`src/rtl/lru_pkg.sv`:
```
// Shared definitions for the pseudo-LRU state storage and the tree-decode stage.
// Default geometry: 4-way, 8 sets.
package lru_pkg;

  localparam int S_WAY   = 2;
  localparam int S_INDEX = 3;

  typedef enum logic [0:0] {
    LRU_IDLE  = 1'b0,
    LRU_FLUSH = 1'b1
  } lru_flush_state_t;

endpackage

```
`src/rtl/lru_state_array_if.sv`:
```
// Lookup / write-back / flush signal bundle between the cache pipeline and the LRU array.
// The pipeline side is master; the array side is slave.
interface lru_state_array_if
  import lru_pkg::*;
#(
  parameter int s_way   = S_WAY,
  parameter int s_index = S_INDEX
);
  localparam int num_ways = 2**s_way;

  logic                  lookup_valid;
  logic [s_index-1:0]    lookup_index;
  logic                  lookup_ready;
  logic                  lru_valid;
  logic [s_index-1:0]    lru_index;
  logic [num_ways-2:0]   lru_out;
  logic                  update_valid;
  logic [s_index-1:0]    update_index;
  logic [num_ways-2:0]   update_lru;
  logic                  flush_req;
  logic                  flush_busy;

  modport master (
    output lookup_valid, lookup_index, update_valid, update_index, update_lru, flush_req,
    input  lookup_ready, lru_valid, lru_index, lru_out, flush_busy
  );

  modport slave (
    input  lookup_valid, lookup_index, update_valid, update_index, update_lru, flush_req,
    output lookup_ready, lru_valid, lru_index, lru_out, flush_busy
  );
endinterface

```
`src/rtl/lru_flush_ctrl.sv`:
```
// Flush sequencer: walks every set once, one per cycle, emitting a clear strobe and index.
// flush_req is only honoured in IDLE; the counter wraps to 0 on the last set.
module lru_flush_ctrl
  import lru_pkg::*;
#(
  parameter int s_index = S_INDEX
) (
  input  logic               clk,
  input  logic               rst_n,
  input  logic               flush_req,
  output logic               flush_busy,
  output logic               clr_en,
  output logic [s_index-1:0] clr_idx,
  output logic               is_idle
);
  localparam int num_sets = 2**s_index;
  localparam logic [s_index-1:0] LAST_SET = s_index'(num_sets - 1);

  lru_flush_state_t   state;
  logic [s_index-1:0] cnt;

  always_ff @(posedge clk or negedge rst_n) begin
    if (!rst_n) begin
      state      <= LRU_IDLE;
      cnt        <= '0;
      flush_busy <= 1'b0;
    end else begin
      case (state)
        LRU_IDLE: begin
          if (flush_req) begin
            state      <= LRU_FLUSH;
            flush_busy <= 1'b1;
          end
        end
        LRU_FLUSH: begin
          cnt <= cnt + 1'b1;
          if (cnt == LAST_SET) begin
            state      <= LRU_IDLE;
            flush_busy <= 1'b0;
          end
        end
        default: begin
          state      <= LRU_IDLE;
          flush_busy <= 1'b0;
        end
      endcase
    end
  end

  assign clr_en  = (state == LRU_FLUSH);
  assign clr_idx = cnt;
  assign is_idle = (state == LRU_IDLE);

endmodule

```
`src/rtl/lru_state_array.sv`:
```
// Per-set pseudo-LRU tree bits with a 1-cycle registered read, same-cycle write forwarding
// and a sequential flush. Tree bits are opaque here.
module lru_state_array
  import lru_pkg::*;
#(
  parameter int s_way   = S_WAY,
  parameter int s_index = S_INDEX
) (
  input  logic              clk,
  input  logic              rst_n,
  lru_state_array_if.slave  bus
);
  localparam int num_ways = 2**s_way;
  localparam int num_sets = 2**s_index;
  localparam int LW       = num_ways - 1;
  localparam int STAGES   = 1;

  logic [num_sets-1:0][LW-1:0] arr;
  logic [num_sets-1:0]         set_we;
  logic [num_sets-1:0]         set_clr;

  logic               clr_en;
  logic [s_index-1:0] clr_idx;
  logic               is_idle;
  logic               upd_en;
  logic               accept;
  logic               fwd_hit;
  logic [LW-1:0]      rd_data;
  logic [STAGES:0]    vld_pipe;

  lru_flush_ctrl #(.s_index(s_index)) u_flush (
    .clk        (clk),
    .rst_n      (rst_n),
    .flush_req  (bus.flush_req),
    .flush_busy (bus.flush_busy),
    .clr_en     (clr_en),
    .clr_idx    (clr_idx),
    .is_idle    (is_idle)
  );

  // Updates are dropped during a flush; in IDLE an update coinciding with flush_req still lands
  // and is then swept away.
  assign upd_en = bus.update_valid && is_idle;

  for (genvar g = 0; g < num_sets; g++) begin : g_set
    assign set_clr[g] = clr_en && (clr_idx == s_index'(g));
    assign set_we[g]  = upd_en && (bus.update_index == s_index'(g));
  end

  always_ff @(posedge clk or negedge rst_n) begin
    if (!rst_n) begin
      arr <= '0;
    end else begin
      for (int s = 0; s < num_sets; s++) begin
        if (set_clr[s])     arr[s] <= '0;
        else if (set_we[s]) arr[s] <= bus.update_lru;
      end
    end
  end

  assign bus.lookup_ready = is_idle && !bus.flush_req;
  assign accept           = bus.lookup_valid && bus.lookup_ready;

  // A write landing on the same edge as the read must be visible to that read.
  assign fwd_hit = upd_en && (bus.update_index == bus.lookup_index);
  assign rd_data = fwd_hit ? bus.update_lru : arr[bus.lookup_index];

  assign vld_pipe[0] = accept;

  always_ff @(posedge clk or negedge rst_n) begin
    if (!rst_n) begin
      vld_pipe[STAGES:1] <= '0;
      bus.lru_index      <= '0;
      bus.lru_out        <= '0;
    end else begin
      vld_pipe[STAGES:1] <= vld_pipe[STAGES-1:0];
      if (accept) begin
        bus.lru_index <= bus.lookup_index;
        bus.lru_out   <= rd_data;
      end
    end
  end

  assign bus.lru_valid = vld_pipe[STAGES];

endmodule

```
`src/flat_wrapper.sv`:
```
// flat-port wrapper written by rule: the top's interface ports become plain ports
module lru_state_array_flat import lru_pkg::*;
#(
  parameter int s_way   = S_WAY,
  parameter int s_index = S_INDEX
)
  (clk, rst_n, bus_lookup_valid, bus_lookup_index, bus_update_valid, bus_update_index, bus_update_lru, bus_flush_req, bus_lookup_ready, bus_lru_valid, bus_lru_index, bus_lru_out, bus_flush_busy);
  lru_state_array_if #(.s_way(s_way), .s_index(s_index)) bus_i ();
  input  logic clk;
  input  logic rst_n;
  input wire logic [$bits(bus_i.lookup_valid)-1:0] bus_lookup_valid;
  input wire logic [$bits(bus_i.lookup_index)-1:0] bus_lookup_index;
  input wire logic [$bits(bus_i.update_valid)-1:0] bus_update_valid;
  input wire logic [$bits(bus_i.update_index)-1:0] bus_update_index;
  input wire logic [$bits(bus_i.update_lru)-1:0] bus_update_lru;
  input wire logic [$bits(bus_i.flush_req)-1:0] bus_flush_req;
  output wire logic [$bits(bus_i.lookup_ready)-1:0] bus_lookup_ready;
  output wire logic [$bits(bus_i.lru_valid)-1:0] bus_lru_valid;
  output wire logic [$bits(bus_i.lru_index)-1:0] bus_lru_index;
  output wire logic [$bits(bus_i.lru_out)-1:0] bus_lru_out;
  output wire logic [$bits(bus_i.flush_busy)-1:0] bus_flush_busy;
  assign bus_i.lookup_valid = bus_lookup_valid;
  assign bus_i.lookup_index = bus_lookup_index;
  assign bus_i.update_valid = bus_update_valid;
  assign bus_i.update_index = bus_update_index;
  assign bus_i.update_lru = bus_update_lru;
  assign bus_i.flush_req = bus_flush_req;
  assign bus_lookup_ready = bus_i.lookup_ready;
  assign bus_lru_valid = bus_i.lru_valid;
  assign bus_lru_index = bus_i.lru_index;
  assign bus_lru_out = bus_i.lru_out;
  assign bus_flush_busy = bus_i.flush_busy;
  lru_state_array #(.s_way(s_way), .s_index(s_index)) u_core (.clk(clk), .rst_n(rst_n), .bus(bus_i));
endmodule
```
`config.mk`:
```
export PLATFORM = sky130hd
export DESIGN_NAME = lru_state_array_flat
export DESIGN_NICKNAME = d
export VERILOG_FILES = /design/src/rtl/lru_pkg.sv /design/src/rtl/lru_state_array_if.sv /design/src/rtl/lru_flush_ctrl.sv /design/src/rtl/lru_state_array.sv /design/src/flat_wrapper.sv
export SDC_FILE = /design/constraint.sdc
export NUM_CORES = 1
export LEC_CHECK = 0
export ABC_AREA = 1
export BUFFER_PORTS_ARGS = -buffer_cell sky130_fd_sc_hd__buf_2
export CAP_MARGIN = 20
export CORE_ASPECT_RATIO = 0.6
export CORE_MARGIN = 5
export CORE_UTILIZATION = 55
export CTS_CLUSTER_SIZE = 20
export DETAILED_ROUTE_END_ITERATION = 10
export HOLD_SLACK_MARGIN = 0.15
export PLACE_DENSITY = 0.76
export SYNTH_ARGS = -nofsm -noshare
export SYNTH_HDL_FRONTEND = slang
export SYNTH_HIERARCHICAL = 1
export SYNTH_SLANG_ARGS = --single-unit
```
`constraint.sdc`:
```
create_clock -name clk -period 1.57 [get_ports clk]
set_input_delay 0.471 -clock clk [delete_from_list [all_inputs] [get_ports clk]]
set_output_delay 0.471 -clock clk [all_outputs]
set_load 0.02 [all_outputs]
```
==> flow_summary.toml, run 1 <==
[die]
fp-row-count = 16
die_width_um = 87.3
io_pins = 23
die_area_um2 = 4920
die_h_um = 56.4
core-area_um2 = 3340
start_util_pct = 59.0

[setup_path]
critPathMaxStageDelay_ns = 0.40
cp_data_required_time_ns = 1.77
crit_slowest_cell = "dfrtp_1"
endpoint_kind = "flop"
cp-start-kind = "flop"
critical_path_arrival_ns = 1.74
timing.critical_path.mode_cell = "nand2_1"
critical_path_class = "reg2reg"
crit_fanout = 5
cp_cell_sequence = "inv_2 -> buf_4 -> nand2_1 -> nor2_2 -> nand2_1 -> inv_1 -> nand3_1 -> o21ai_0"

[clock_network]
clock_path_buffers = 2
worstSkewPairLatency_ns = 0.29
cts_htree_levels = 2
cts.sinks = 36
cts_tree = "yes"
cts.clk_slew.worst_paths_ns = 0.07
clock-root-buffer = "clkbuf_8"
cts_buffers = 5

[finish]
n_fill_cell = 281
area_growth_pct = 16.4
nets = 320
multiInputGateArea_um2 = 880
drive_gt1_share_pct = 18.4
instances_no_fill = 349
finish.instance_area_um2 = 2300
ff_latch_area_um2 = 901
diodes = 0

[place]
dp_hpwl_um = 3660
place_area_um2 = 2140
gp_congestion = 0.875
post-place-ws_ns = 0.106
io_buffer_count = 22
dpl.cell_count = 338

[sta]
finalCritPeriodShare_pct = 98.4
fmax_mhz = 647
worst_slack_ns = 0.0256
worst_pin_slew_ns = 0.371
setup_viol = 0
fin_skew_ns = 0.00866
grt_setup_unrepaired = "true"
finalHoldViolations = 0
relSlewSlack_pct = 75.3
tns_ns = 0
finalCriticalPeriod_ns = 1.54
slew_violations = 0

[yosys]
ys_top_cells_by_area = "dfrtp_1, nand2_1, nand3_1, inv_1, o21ai_0"
yosysTopAreaCell = "dfrtp_1"
ys_types = 22
synth_edf_count = 0
syn-num-nets = 290
synth_most_common_cell = "nand2_1"
syn-cell-area_um2 = 1970
syn_area_per_cell_um2 = 7.23
async_reset_ff_share_pct = 100
ys_seq_elements = 36
netlist_instances = 273
ys_seq_area_share_pct = 45.7
netlist_top_cells_count = "nand2_1, inv_1, nand3_1, dfrtp_1"
synth_top_flop_cell = "dfrtp_1"
yosysWarnings = 6
synth_top_cell_area_share_pct = 45.7

[global_routing]
met2_usage_pct = 31.4
top_usage_layer = "met1"
grt_use_met3_pct = 5.26
grt_max_degree = 23
grt_pass1_vias = 1723
grt_util_met1_pct = 31.7
overflow = 0
grt_first_pass_wirelength_um = 8210
antenna_found_initial = 0
track_usage_pct = 21.4

[drt]
ant_nets = 0
wirelength_um = 5000
vias = 1906
drc = 0
avgViaCountPerCell = 5.46
wl_per_cell_um = 14.3
initialDrtViolationCount = 171
drt_pre_antenna_iters = 5

[hold_path]
hold_class = "in2reg"

[power_and_ir_drop]
leakagePower_nw = 1.31
ir_drop_uv = 1010
p_per_area_nw_per_um2 = 1650

[job]
maxCapViolations = 0

[status]
status = "complete, no violations"
-- flip-flops by register name, summed over array words and instances, names as in the netlist --
name	cells
u_core/u_flush/clr_idx	3
u_core/bus.lru_index	3
u_core/arr	24
u_core/u_flush/clr_en	1
u_core/u_flush/flush_busy	1
u_core/bus.lru_valid	1
u_core/bus.lru_out	3
-- critical path: cells and delay by family, from the launching register on --
| family | cells | cell delay, ns |
|---|---|---|
| flops | 1 | 0.40 |
| buf+inv | 3 | 0.35 |
| simple gates | 4 | 0.57 |
| compound gates | 1 | 0.12 |
-- placed cells by master, fill, tap and decap left out, drive strengths merged --
master	instances
a21oi	3
clkbuf	6
bufinv	1
nand3b	1
xor2	1
inv	47
nand3	38
dlygate4sd3	1
o21ai	29
clkinv	1
ha	3
nor2	30
buf	27
dfrtp	36
or2	2
nand2	78
-- worst paths after layout --
path / startpoint / to / slack, ns / depth (start not counted)
max: u_core/u_flush/clr_en$_DFF_PN0_ / u_core/arr[5]$_DFFE_PN0P_ / 0.03 / 8
min in group asynchronous: rst_n / u_core/arr[15]$_DFFE_PN0P_ / 0.62 / 2
max reg2reg: u_core/u_flush/clr_en$_DFF_PN0_ / u_core/arr[5]$_DFFE_PN0P_ / 0.03 / 8
min: bus_flush_req / u_core/u_flush/clr_en$_DFF_PN0_ / 0.46 / 3
min reg2reg: u_core/bus.lru_index[2]$_DFFE_PN0P_ / u_core/bus.lru_index[2]$_DFFE_PN0P_ / 0.50 / 2
max in group asynchronous: rst_n / u_core/arr[6]$_DFFE_PN0P_ / 0.52 / 3
-- power by group --
part           total [W]  internal, W  switching (W)
Sequential       0.00149      0.00130       0.000195
Clock           0.000803     0.000471       0.000332
Combinational    0.00148     0.000519       0.000962
-- metrics by stage --
stage               power [W]  hold slack [ns]  util (%)
floorplan             0.00246            0.175         -
global placement      0.00284            0.402      64.1
detailed placement    0.00289            0.406      64.1
CTS                   0.00372            0.427      67.9
global route          0.00404            0.459      68.7
finish                0.00378            0.457      68.7
-- repair_timing --
action / CTS / global route
setup endpoints to repair: 1 / 21
pin swaps: 0 / 1
hold endpoints to repair: 14 / 0
setup buffers: 1 / 1
gates resized for setup: 1 / 6
hold buffers: 1 / 0
-- layer usage --
metal  up-vias  wire length, µm
li1        910                -
met1       890             2280
met2        95             2200
met3        11              441
met4         0               79
met5         -                0
-- area by class of cell --
| type | count | area share [%] |
|---|---|---|
| sequential | 36 | 39.2 |
| multi-input combinational | 185 | 38.3 |
| timing repair buffer | 28 | 7.68 |
| inverter | 47 | 7.68 |
| clock buffer | 6 | 3.16 |
| tap | 45 | 2.45 |
| clock inverter | 2 | 1.53 |
-- logic make-up after synthesis --
| kind of cell | share of synthesized area [%] |
|---|---|
| AOI/OAI and AO/OA | 8.88 |
| and+or+nand+nor | 32.6 |
| xor gates and xnor gates | 0.444 |
| DFF | 45.7 |
| buffers and inverters | 10.5 |
| adders and majority gates | 1.90 |
(Power assumes the default switching activity.)
==> run 2: changes to the inputs <==
- CORE_UTILIZATION: 55 -> 52
- PLACE_DENSITY: 0.76 -> 0.75
- clock period: 1.57 -> 1.3 ns (I/O delays scaled with it)
==> run 2 against run 1 <==
  * The flow now finishes with violations (negative setup slack)
  * Non-clock buffer count grew 5
  * Total power grew 18%
  * Design area grew 4.0%
  * Cell count grew 2.0%
  * Largest cell class is now multi-input gates
  * Highest routed layer unchanged
==> flow_summary.toml, run 2 (synthesized netlist as in run 1, its figures left out) <==
[status]
status = "finished, violations left"
violations = "negative setup slack"

[die]
start_util_pct = 53.9
fp-row-count = 17
die_h_um = 57.7
die_area_um2 = 5170
die_width_um = 89.5
core-area_um2 = 3660
io_pins = 23

[sta]
fmax_mhz = 710
finalCritPeriodShare_pct = 108
worst_slack_ns = -0.108
setup_viol = 1
relSlewSlack_pct = 84.2
finalHoldViolations = 0
timing.hold.ws_ns = 0.374
fin_skew_ns = 0.0102
slew_violations = 0
worst_pin_slew_ns = 0.237
finalCriticalPeriod_ns = 1.41
tns_ns = -0.108
grt_setup_unrepaired = "true"

[finish]
final_util_pct = 65.3
area_growth_pct = 21.1
diodes = 0
layout_common_cells = "nand2_1, dfrtp_1, nand3_1, inv_1, nor2_1"
drive_gt1_share_pct = 28.8
finish.instance_area_um2 = 2390
largest_register_ffs = 24
n_fill_cell = 311
final_common_cell = "nand2_1"
largest-register = "u_core/arr"
nets = 325

[power_and_ir_drop]
clkPwrFrac_pct = 17.4
p_sw_w = 0.00183
ir_drop_uv = 990
pwr-share-comb_pct = 42.6
p_per_area_nw_per_um2 = 1870
swShare_pct = 40.8
intPower_w = 0.00265
seq_power_share_pct = 40.0
leakagePower_nw = 1.34

[global_routing]
antenna_found_initial = 0
overflow = 0
grt_pass1_vias = 1580
grt_first_pass_wirelength_um = 7470
grt_max_degree = 37
track_usage_pct = 19.3

[setup_path]
cp_data_required_time_ns = 0.91
worst-path-buf-inv = 3
rr_worst_depth = 10
timing.critical_path.mode_cell = "inv_2"
critPathMaxStageDelay_ns = 0.39
crit_slowest_cell = "dfrtp_1"
endpoint_kind = "output pin"
cp-start-kind = "flop"
critical_path_class = "reg2out"
crit_cells = 4
critical_path_arrival_ns = 1.02
cp_cell_sequence = "inv_2 -> inv_2 -> nor2_4 -> buf_6"
cpLargestDelayFamily = "flip-flops"
crit_fanout = 2

[drt]
drt_pre_antenna_iters = 5
initialDrtViolationCount = 148
wl_per_cell_um = 13.3
wirelength_um = 4740
avgViaCountPerCell = 5.15
vias = 1833
drc = 0
ant_nets = 0

[hold_path]
hold_depth = 3
hold_class = "in2reg"

[clock_network]
clock_path_buffers = 2
cts.sinks = 36
clock-root-buffer = "clkbuf_8"
cts_tree = "yes"
worstSkewPairLatency_ns = 0.29
cts.clk_slew.worst_paths_ns = 0.08
cts_buffers = 5
cts_htree_levels = 2

[place]
gp_congestion = 0.936
io_buffer_count = 22
dp_hpwl_um = 3560
place_area_um2 = 2190

[job]
maxCapViolations = 0
==> run 2: what timing repair did <==
item                                    CTS  global route
cloned                                    0             0
resized for setup                         8            46
pin swaps                                 2             6
hold endpoints to repair                 36             0
endpoints found under the setup margin    8            28
hold buffers                              1             0
buffers inserted                          2             0
==> run 2: path summary, 6_finish.rpt <==
kind	start	to	slack (ns)
max	u_core/u_flush/clr_en$_DFF_PN0_	bus_lookup_ready	-0.11
min	bus_flush_req	u_core/u_flush/clr_en$_DFF_PN0_	0.37
max reg2reg	u_core/u_flush/clr_en$_DFF_PN0_	u_core/bus.lru_out[0]$_DFFE_PN0P_	0.01
min reg2reg	u_core/bus.lru_index[2]$_DFFE_PN0P_	u_core/bus.lru_index[2]$_DFFE_PN0P_	0.49
max in group asynchronous	rst_n	u_core/bus.lru_out[0]$_DFFE_PN0P_	0.54
min in group asynchronous	rst_n	u_core/u_flush/clr_idx[1]$_DFFE_PN0P_	0.58
==> run 2: power by group through the flow <==
stage / combinational (W) / clock [W] / sequential [W]
detailed placement: 0.00173 / 0 / 0.00181
global route: 0.00213 / 0.000838 / 0.00185
CTS: 0.00180 / 0.000794 / 0.00179
floorplan: 0.00106 / 0 / 0.00192
global placement: 0.00169 / 0 / 0.00181
finish: 0.00190 / 0.000780 / 0.00179
==> run 2: metrics by stage <==
| step | power [W] | setup WS [ns] | cells |
|---|---|---|---|
| floorplan | 0.00298 | 0.0200 | 273 |
| global placement | 0.00349 | 0.00780 | 345 |
| detailed placement | 0.00354 | -0.0227 | 345 |
| CTS | 0.00439 | -0.126 | 356 |
| global route | 0.00482 | -0.156 | 356 |
| finish | 0.00448 | -0.108 | 356 |
==> run 2: worst reg2reg max path, cell delays in order (launching register included) <==
cell and delay [ns]:
dfrtp_1 0.39, inv_2 0.06, buf_4 0.12, nand2_4 0.08, inv_2 0.06, nand2_2 0.05, nor2_4 0.13, nand2_2 0.10
inv_1 0.07, nor2_1 0.04, o21ai_1 0.10
==> run 2: layout make-up <==
cell class / instances / area, µm² / share of cell area (%)
sequential: 36 / 901 / 37.7
clock inverter: 3 / 18.8 / 0.786
clock buffer: 5 / 68.8 / 2.88
multi-input combinational: 185 / 951 / 39.8
timing repair buffer: 33 / 214 / 8.96
tap: 47 / 58.8 / 2.46
inverter: 47 / 176 / 7.39
==> run 2: layer usage <==
metal | track usage (%) | routed length, µm
met3 | 5.68 | 386
met2 | 26.9 | 1990
met5 | 0 | 0
met1 | 29.3 | 2320
met4 | 4.46 | 53
==> run 3: changes to the inputs <==
- CORE_UTILIZATION: 52 -> 45
- PLACE_DENSITY: 0.75 -> 0.67
==> run 3 against run 2 <==
  * The run still ends with negative setup slack left
  * Sequential power is essentially flat
  * Sequential share of layout area shrank 0.39 points
  * First-iteration DRC count down 22%
  * Total power is 4.0% higher
  * Fmax increased by 1.6%
  * Clock power is 26% higher
  * Clock skew down 0.0012 ns
  * Setup slack gained 0.023 ns
  * Routed wire length up 0.40%
  * Critical path depth unchanged
  * Register-to-register slack worse by 0.03 ns
==> flow_summary.toml, run 3 (synthesized netlist as in run 1, its figures left out) <==
[sta]
fmax_mhz = 722
finalHoldViolations = 0
finalCritPeriodShare_pct = 107
relSlewSlack_pct = 81.4
worst_pin_slew_ns = 0.278
setup_viol = 4
worst_slack_ns = -0.0853
fin_skew_ns = 0.00899
slew_violations = 0
tns_ns = -0.123
grt_setup_unrepaired = "true"
finalCriticalPeriod_ns = 1.39

[global_routing]
overflow = 0
grt_first_pass_wirelength_um = 7940
antenna_found_initial = 0
track_usage_pct = 18.3
grt_pass1_vias = 1652
grt_max_degree = 37

[setup_path]
reg2reg_from = "u_core/u_flush/clr_en$_DFF_PN0_"
reg2reg_to = "u_core/bus.lru_out[2]$_DFFE_PN0P_"
rr_worst_depth = 10
r2r_slack_ns = -0.02
cp_data_required_time_ns = 0.91
cp-start-kind = "flop"
endpoint_kind = "output pin"
critical_path_arrival_ns = 1.00
critical_path_class = "reg2out"
crit_fanout = 2

[die]
die_width_um = 95.5
io_pins = 23
core-area_um2 = 4170
die_h_um = 61.3
fp-row-count = 18
die_area_um2 = 5850
start_util_pct = 47.4

[place]
io_buffer_count = 22
gp_congestion = 0.948
place_area_um2 = 2210
dp_hpwl_um = 3650
post-place-ws_ns = -0.0306

[drt]
initialDrtViolationCount = 116
avgViaCountPerCell = 4.93
wl_met1_um = 2250
vias = 1821
routed-wl-met2_um = 1970
top_layer = "met4"
wl_per_cell_um = 12.9
wirelength_um = 4760
met3_length_um = 460
drt_pre_antenna_iters = 4
drc = 0
ant_nets = 0

[hold_path]
hold_depth = 3
hold_class = "in2reg"
hold_end = "u_core/u_flush/clr_en$_DFF_PN0_"
hold_start = "bus_flush_req"

[finish]
diodes = 0
largest_register_ffs = 24
area_growth_pct = 22.3
drive_gt1_share_pct = 27.5
final_common_cell = "nand2_1"
layout_common_cells = "nand2_1, nand3_1, dfrtp_1, inv_1, nor2_1"
n_fill_cell = 401
largest-register = "u_core/arr"
finish.instance_area_um2 = 2410
nets = 325
final_util_pct = 57.9

[power_and_ir_drop]
leakagePower_nw = 1.36
intPower_w = 0.00284
p_per_area_nw_per_um2 = 1930
swShare_pct = 39.1
clkPwrFrac_pct = 21.0
p_sw_w = 0.00182
pwr-share-comb_pct = 40.2
power_w = 0.00465
seq_power_share_pct = 38.8
ir_drop_uv = 1170

[clock_network]
cts_buffers = 5
cts_tree = "yes"
clock_path_buffers = 2
cts.clk_slew.worst_paths_ns = 0.08
cts_htree_levels = 2
cts.sinks = 36
clock-root-buffer = "clkbuf_8"
worstSkewPairLatency_ns = 0.30

[status]
violations = "negative setup slack"
status = "finished, violations left"

[job]
maxCapViolations = 0
## run 3: power groups by stage
stage / clock (W) / sequential [W] / combinational (W)
finish: 0.000979 / 0.00181 / 0.00187
global route: 0.00105 / 0.00186 / 0.00212
CTS: 0.000999 / 0.00181 / 0.00179
detailed placement: 0 / 0.00183 / 0.00172
global placement: 0 / 0.00181 / 0.00169
floorplan: 0 / 0.00192 / 0.00106
## run 3: how the worst max path moves through the flow
stage	start	to	slack (ns)	cells after the start
after floorplan	u_core/u_flush/clr_en$_DFF_PN0_	u_core/bus.lru_out[1]$_DFFE_PN0P_	0.02	8
after global placement	bus_lookup_index[0]	u_core/bus.lru_out[0]$_DFFE_PN0P_	-0.008	9
after detailed placement	bus_lookup_index[0]	u_core/bus.lru_out[1]$_DFFE_PN0P_	-0.03	8
after CTS	u_core/u_flush/clr_en$_DFF_PN0_	bus_lookup_ready	-0.11	4
after global routing	u_core/u_flush/clr_en$_DFF_PN0_	bus_lookup_ready	-0.13	4
final	u_core/u_flush/clr_en$_DFF_PN0_	bus_lookup_ready	-0.09	4
## run 3: per-stage QoR
step,cells,hold slack (ns)
after CTS,369,0.364
after global placement,358,0.366
after global routing,369,0.370
after detailed placement,358,0.369
final,369,0.366
after floorplan,273,0.0944
## run 3: cell type report
| cell class | instances | area [µm²] | share of cell area, % |
|---|---|---|---|
| Clock buffer | 6 | 72.6 | 3.01 |
| Tap cell | 60 | 75.1 | 3.11 |
| Inverter | 47 | 179 | 7.41 |
| Timing Repair Buffer | 33 | 218 | 9.02 |
| Multi-Input combinational cell | 185 | 933 | 38.7 |
| Clock inverter | 2 | 35.0 | 1.45 |
| Sequential cell | 36 | 901 | 37.3 |
## run 3: worst max-delay path: stages, from the launching register on
cell and delay [ns]:
dfrtp_1 0.39, inv_2 0.07, inv_2 0.04, nor2_4 0.08, buf_6 0.12
## run 3: routing by layer
layer	vias up	track usage, %
met5	-	0
met4	0	5.87
met3	12	5.01
met2	68	25.7
met1	823	27.4
li1	918	-
## run 3: repair_timing
action,CTS,global route
pin swaps,1,11
endpoints found under the hold margin,36,0
resized for setup,13,40
hold buffers,1,0
setup endpoints to repair,1,28
buffers inserted,2,0
